$ cat config.mk
export PLATFORM = sky130hd
export DESIGN_NAME = run_control
export DESIGN_NICKNAME = d
export VERILOG_FILES = /design/src/rtl/run_control.sv
export SDC_FILE = /design/constraint.sdc
export NUM_CORES = 1
export LEC_CHECK = 0
export ABC_AREA = 1
export CAP_MARGIN = 20
export CORE_UTILIZATION = 68
export CTS_BUF_LIST = sky130_fd_sc_hd__clkbuf_8
export CTS_CLUSTER_DIAMETER = 100
export DETAILED_ROUTE_END_ITERATION = 10
export MAX_ROUTING_LAYER = met4
export PLACE_DENSITY = 0.87
export SETUP_SLACK_MARGIN = 0.5
export SYNTH_ARGS = -nofsm -noshare
export SYNTH_HDL_FRONTEND = slang
export SYNTH_SLANG_ARGS = --single-unit
$ cat constraint.sdc
create_clock -name clk -period 2.22 [get_ports clk]
set_input_delay 0.555 -clock clk [delete_from_list [all_inputs] [get_ports clk]]
set_output_delay 0.555 -clock clk [all_outputs]
set_load 0.02 [all_outputs]
$ cat src/rtl/run_control.sv
// run_control: run/halt/step/reset sequencer feeding the phase-clock generator.
//
// Turns front-panel buttons and the CPU's HLT pulse into the generator's halt and
// reset controls. A halt request only takes effect on the final (internal) phase of
// an instruction cycle, so the generator always freezes with cycle phase next.
// Power-on and button resets are stretched to RESET_CYCLES clocks.
//
// Ports:
//   clk         system clock, all logic on posedge
//   reset_n     asynchronous active-low reset
//   btn_run     raw run/stop button (async, bouncy), active-high
//   btn_step    raw single-step button (async, bouncy), active-high
//   btn_reset   raw system-reset button (async, bouncy), active-high
//   hlt_instr   1-clk pulse: CPU executed HLT
//   phase_last  generator's internal phase (last phase of a cycle)
//   halt        1 = generator freezes its phases
//   reset       active-high synchronous reset to generator and CPU
//   running     1 while in RUN
//   state       debug: 00 RESET, 01 HALTED, 10 RUN, 11 STEP
module run_control #(
  parameter int unsigned DEBOUNCE_CYCLES = 50000,
  parameter int unsigned RESET_CYCLES    = 16,
  parameter bit          START_RUNNING   = 1'b0
) (
  input  logic       clk,
  input  logic       reset_n,
  input  logic       btn_run,
  input  logic       btn_step,
  input  logic       btn_reset,
  input  logic       hlt_instr,
  input  logic       phase_last,
  output logic       halt,
  output logic       reset,
  output logic       running,
  output logic [1:0] state
);

  localparam logic [1:0] StReset  = 2'b00;
  localparam logic [1:0] StHalted = 2'b01;
  localparam logic [1:0] StRun    = 2'b10;
  localparam logic [1:0] StStep   = 2'b11;

  localparam int unsigned DbW  = (DEBOUNCE_CYCLES > 1) ? $clog2(DEBOUNCE_CYCLES) : 1;
  localparam int unsigned RstW = (RESET_CYCLES > 1) ? $clog2(RESET_CYCLES) : 1;
  localparam logic [DbW-1:0]  DbLast  = DbW'(DEBOUNCE_CYCLES - 1);
  localparam logic [RstW-1:0] RstLoad = RstW'(RESET_CYCLES - 1);

  // Button vector bit positions
  localparam int BtnRun   = 0;
  localparam int BtnStep  = 1;
  localparam int BtnReset = 2;

  logic [2:0]     btn_raw;
  logic [2:0]     sync1_q, sync2_q;
  logic [2:0]     level_q, level_d;
  logic [2:0]     press_q, press_d;
  logic [DbW-1:0] db_cnt_q [3];
  logic [DbW-1:0] db_cnt_d [3];

  logic [1:0]      state_q, state_d;
  logic [RstW-1:0] rst_cnt_q, rst_cnt_d;
  logic            hlt_pending_q, hlt_pending_d;

  assign btn_raw = {btn_reset, btn_step, btn_run};
  assign state   = state_q;

  // Debounce: the count runs only while the synced value disagrees with the accepted
  // level; any agreeing clock clears it. A press is the registered rising acceptance.
  always_comb begin
    for (int i = 0; i < 3; i++) begin
      level_d[i]  = level_q[i];
      press_d[i]  = 1'b0;
      db_cnt_d[i] = '0;
      if (sync2_q[i] != level_q[i]) begin
        if (db_cnt_q[i] == DbLast) begin
          level_d[i] = sync2_q[i];
          press_d[i] = sync2_q[i];
        end else begin
          db_cnt_d[i] = db_cnt_q[i] + 1'b1;
        end
      end
    end
  end

  always_ff @(posedge clk or negedge reset_n) begin
    if (!reset_n) begin
      sync1_q <= '0;
      sync2_q <= '0;
      level_q <= '0;
      press_q <= '0;
      for (int i = 0; i < 3; i++) begin
        db_cnt_q[i] <= '0;
      end
    end else begin
      sync1_q <= btn_raw;
      sync2_q <= sync1_q;
      level_q <= level_d;
      press_q <= press_d;
      for (int i = 0; i < 3; i++) begin
        db_cnt_q[i] <= db_cnt_d[i];
      end
    end
  end

  always_comb begin
    state_d       = state_q;
    rst_cnt_d     = rst_cnt_q;
    hlt_pending_d = hlt_pending_q;
    if (press_q[BtnReset]) begin
      // Reset button wins from every state and restarts the stretch if already resetting
      state_d       = StReset;
      rst_cnt_d     = RstLoad;
      hlt_pending_d = 1'b0;
    end else begin
      case (state_q)
        StReset: begin
          if (rst_cnt_q == '0) begin
            state_d = START_RUNNING ? StRun : StHalted;
          end else begin
            rst_cnt_d = rst_cnt_q - 1'b1;
          end
        end
        StHalted: begin
          if (press_q[BtnRun]) begin
            state_d = StRun;
          end else if (press_q[BtnStep]) begin
            state_d = StStep;
          end
        end
        StRun: begin
          // Stop requests wait for the last phase so the cycle always completes
          if ((hlt_pending_q || press_q[BtnRun] || hlt_instr) && phase_last) begin
            state_d       = StHalted;
            hlt_pending_d = 1'b0;
          end else if (press_q[BtnRun] || hlt_instr) begin
            hlt_pending_d = 1'b1;
          end
        end
        StStep: begin
          if (phase_last) begin
            state_d = StHalted;
          end
        end
        default: state_d = StReset;
      endcase
    end
  end

  // Outputs come from flops loaded with the next state, so they track state_q exactly
  always_ff @(posedge clk or negedge reset_n) begin
    if (!reset_n) begin
      state_q       <= StReset;
      rst_cnt_q     <= RstLoad;
      hlt_pending_q <= 1'b0;
      reset         <= 1'b1;
      halt          <= 1'b1;
      running       <= 1'b0;
    end else begin
      state_q       <= state_d;
      rst_cnt_q     <= rst_cnt_d;
      hlt_pending_q <= hlt_pending_d;
      reset         <= (state_d == StReset);
      halt          <= (state_d == StReset) || (state_d == StHalted);
      running       <= (state_d == StRun);
    end
  end

endmodule
==> results.py <==
metrics = {
    "status": {
        "status": "finished clean",
    },
    "logic_synthesis": {
        "synth-seq-area-share": 0.489,
        "ys_ff_latch": 70,
        "netlist_area_um2": 3600,
        "synth_nets": 466,
        "synth.avg_cell_area_um2": 7.90,
        "syn_inst": 455,
        "ys_warn_count": 0,
        "yosysUniqueCellTypes": 29,
    },
    "detailed_routing": {
        "routed_wl_mm": 7.01,
        "wl_per_cell_um": 12.7,
        "drcViolationCount": 0,
        "vias": 3008,
        "drt_iter0_drc": 222,
        "routed_via_density": 5.44,
        "firstDrtPassIters": 7,
        "ant_nets": 0,
    },
    "die": {
        "ioPinCount": 12,
        "start_util": 0.704,
        "fp.dieH_um": 74.7,
        "fp.dieArea_um2": 5580,
        "core-area_um2": 5110,
        "rows": 26,
        "die_x_um": 74.7,
    },
    "final_layout": {
        "layout_commonest_cell": "nand2_1",
        "utilization": 0.782,
        "drive_above_1_share": 0.126,
        "layout_common_cells": "nand2_1 (108), nor2_1 (92), dfrtp_1 (64), inv_1 (53), nand3_1 (28)",
        "antenna_cells": 0,
        "n_fill_cell": 343,
        "fin_area_um2": 4000,
        "nets": 489,
        "area_growth_pct": 11.1,
    },
    "setup_path": {
        "cp.arrival_ns": 1.09,
        "slowest_stage": "dfrtp_1",
        "cp-endpoint": "state[0]",
        "r2r_start": "db_cnt_q[32]",
        "path_depth": 1,
        "r2r.worst_path.cells": 8,
        "worst_path_dominant_cell_family": "flip-flops",
        "timing.critical_path.buf_inv": 1,
        "cpPeakStageDelay_ns": 0.41,
        "setup.worst_path.class": "reg2out",
        "endpoint_kind": "output pin",
        "rr_endpoint": "db_cnt_q[41]",
        "r2r_setup_slack_ns": 0.71,
        "start_kind": "flop",
        "cp.required_ns": 1.66,
        "cp_cell_sequence": "dlygate4sd2_1",
        "crit_path_max_fanout": 5,
        "crit_start": "state[0]",
    },
    "power": {
        "power.share.sequential": 0.539,
        "combPwrFrac": 0.037,
        "max-vdd-ir-drop_mv": 0.453,
        "power_density_nw_per_um2": 609,
        "switching_share": 0.221,
        "clockPowerShare": 0.424,
        "internal_power_mw": 1.90,
        "p_leak_nw": 1.86,
        "power_switching_mw": 0.538,
    },
    "clock_tree": {
        "post_cts_buffers": 0,
        "cts_buffers": 9,
        "cts-root-buf": "clkbuf_8",
        "clock_tree.buffer_depth": 2,
        "htree_levels": 3,
        "cts_tree": "done",
        "ctsHoldBuffers": 0,
        "clk_pin_slew_ns": 0.08,
        "cts_sinks": 70,
        "clk_latency_ns": 0.35,
    },
    "sta": {
        "rsz0062_at_grt": "no",
        "hold_viol_final": 0,
        "setup_viol": 0,
        "whs_ns": 0.213,
        "period_needed_ns": 1.64,
        "max_slew_margin": 0.594,
        "slew_viol_final": 0,
        "worst_pin_slew_ns": 0.605,
        "fin_tns_setup_ns": 0,
        "max_freq_mhz": 609,
        "fin_skew_ns": 0.00605,
        "layout_worst_path_cycle_share": 0.740,
    },
    "flow_run": {
        "drv_cap": 0,
    },
    "global_routing": {
        "antenna_found_initial": 0,
        "grt_max_degree": 71,
        "grt_pass1_vias": 2672,
        "grt_overflow": 0,
        "grt_pass1_wl_mm": 11.4,
        "grt.total_usage": 0.283,
    },
    "min_path": {
        "hp-class": "in2async",
    },
    "placed_design": {
        "dp_hpwl_mm": 4.96,
        "placed_area_um2": 3810,
        "io_buffers": 11,
        "gp_congestion": 0.906,
    },
}
==> worst reg2reg max path: cells and delay by family (launching register included) <==
family / cells / cell delay, ns
buffers and inverters: 1 / 0.05
adder cells (fa/ha/maj): 1 / 0.26
flip-flops: 1 / 0.40
AND/OR/NAND/NOR: 6 / 0.71
==> worst min-delay path by stage <==
stage,start,to,cells past startpoint
after floorplan,reset_n,db_cnt_q[0],0
after CTS,reset_n,db_cnt_q[45],2
final,reset_n,db_cnt_q[43],2
after global routing,reset_n,db_cnt_q[45],2
after detailed placement,sync1_q[1],sync2_q[1],0
after global placement,sync1_q[0],sync2_q[0],0
==> synthesized netlist by cell type <==
master	instances	area share
ha_1	4	0.014
nor3_4	1	0.0045
inv_2	6	0.0063
nand2_4	3	0.0094
nor3b_1	3	0.0063
o211ai_1	1	0.0021
o21ai_0	13	0.018
a21oi_1	12	0.017
a211oi_1	1	0.0021
and2_1	1	0.0017
nand3_1	28	0.039
o21bai_1	3	0.0063
dfstp_2	6	0.044
nor3_2	3	0.0084
nand3_2	2	0.0056
xor2_2	1	0.0045
inv_1	51	0.053
nor2_1	92	0.096
nand2_2	5	0.0087
dfrtp_1	64	0.45
xnor2_1	3	0.0073
nor2_2	9	0.016
nand2_1	108	0.11
nor2_4	5	0.016
nor3b_2	1	0.0035
nor3_1	12	0.017
xnor2_2	1	0.0045
nand4_1	10	0.017
xor2_1	6	0.015
==> through the flow <==
stage | setup slack [ns] | total power [mW] | cells
after floorplan | 0.924 | 1.37 | 455
after global placement | 0.589 | 1.42 | 537
after detailed placement | 0.589 | 1.43 | 537
after CTS | 0.487 | 2.44 | 553
after global routing | 0.519 | 2.51 | 553
final | 0.578 | 2.43 | 553
==> cell families after synthesis <==
family / count (synthesis) / synth area share
and+or+nand+nor: 283 / 0.361
DFF: 70 / 0.489
xor gates and xnor gates: 11 / 0.0310
adders and majority gates: 4 / 0.0139
buffers and inverters: 57 / 0.0595
AOI/OAI and AO/OA: 30 / 0.0452
==> layout make-up <==
cell class	instances	area [µm²]	area share
clock inverter	5	50.0	0.0125
timing repair buffer	12	111	0.0279
multi-input combinational	328	1620	0.406
inverter	57	214	0.0535
sequential	70	1760	0.440
clock buffer	11	151	0.0379
tap	70	87.6	0.0219
==> sequential cells by signal (all words and copies together) (netlist names) <==
| name | flops |
|---|---|
| state | 2 |
| press_q | 3 |
| hlt_pending_q | 1 |
| sync2_q | 3 |
| level_q | 3 |
| reset | 1 |
| rst_cnt_q | 4 |
| db_cnt_q | 48 |
| halt | 1 |
| running | 1 |
| sync1_q | 3 |
==> power groups by stage <==
stage	logic [mW]	registers, mW	clock network, mW
2_1_floorplan	0.0429	1.33	0
3_3_place_gp	0.0896	1.33	0
3_5_place_dp	0.0918	1.33	0
4_1_cts	0.0928	1.31	1.04
5_1_grt	0.105	1.31	1.09
6_report	0.0901	1.31	1.03
==> per-layer routing <==
layer / wire length, µm / global-route usage / up-vias
met2: 3360 / 0.445 / 106
met5: 0 / - / -
met1: 3080 / 0.347 / 1398
met3: 420 / 0.0535 / 23
li1: - / - / 1481
met4: 150 / 0.155 / 0
==> what timing repair did <==
action | CTS | global route
gates cloned | 0 | 0
setup endpoints to repair | 5 | 2
resized for setup | 6 | 3
pin swaps | 0 | 0
(Power assumes the default switching activity.)
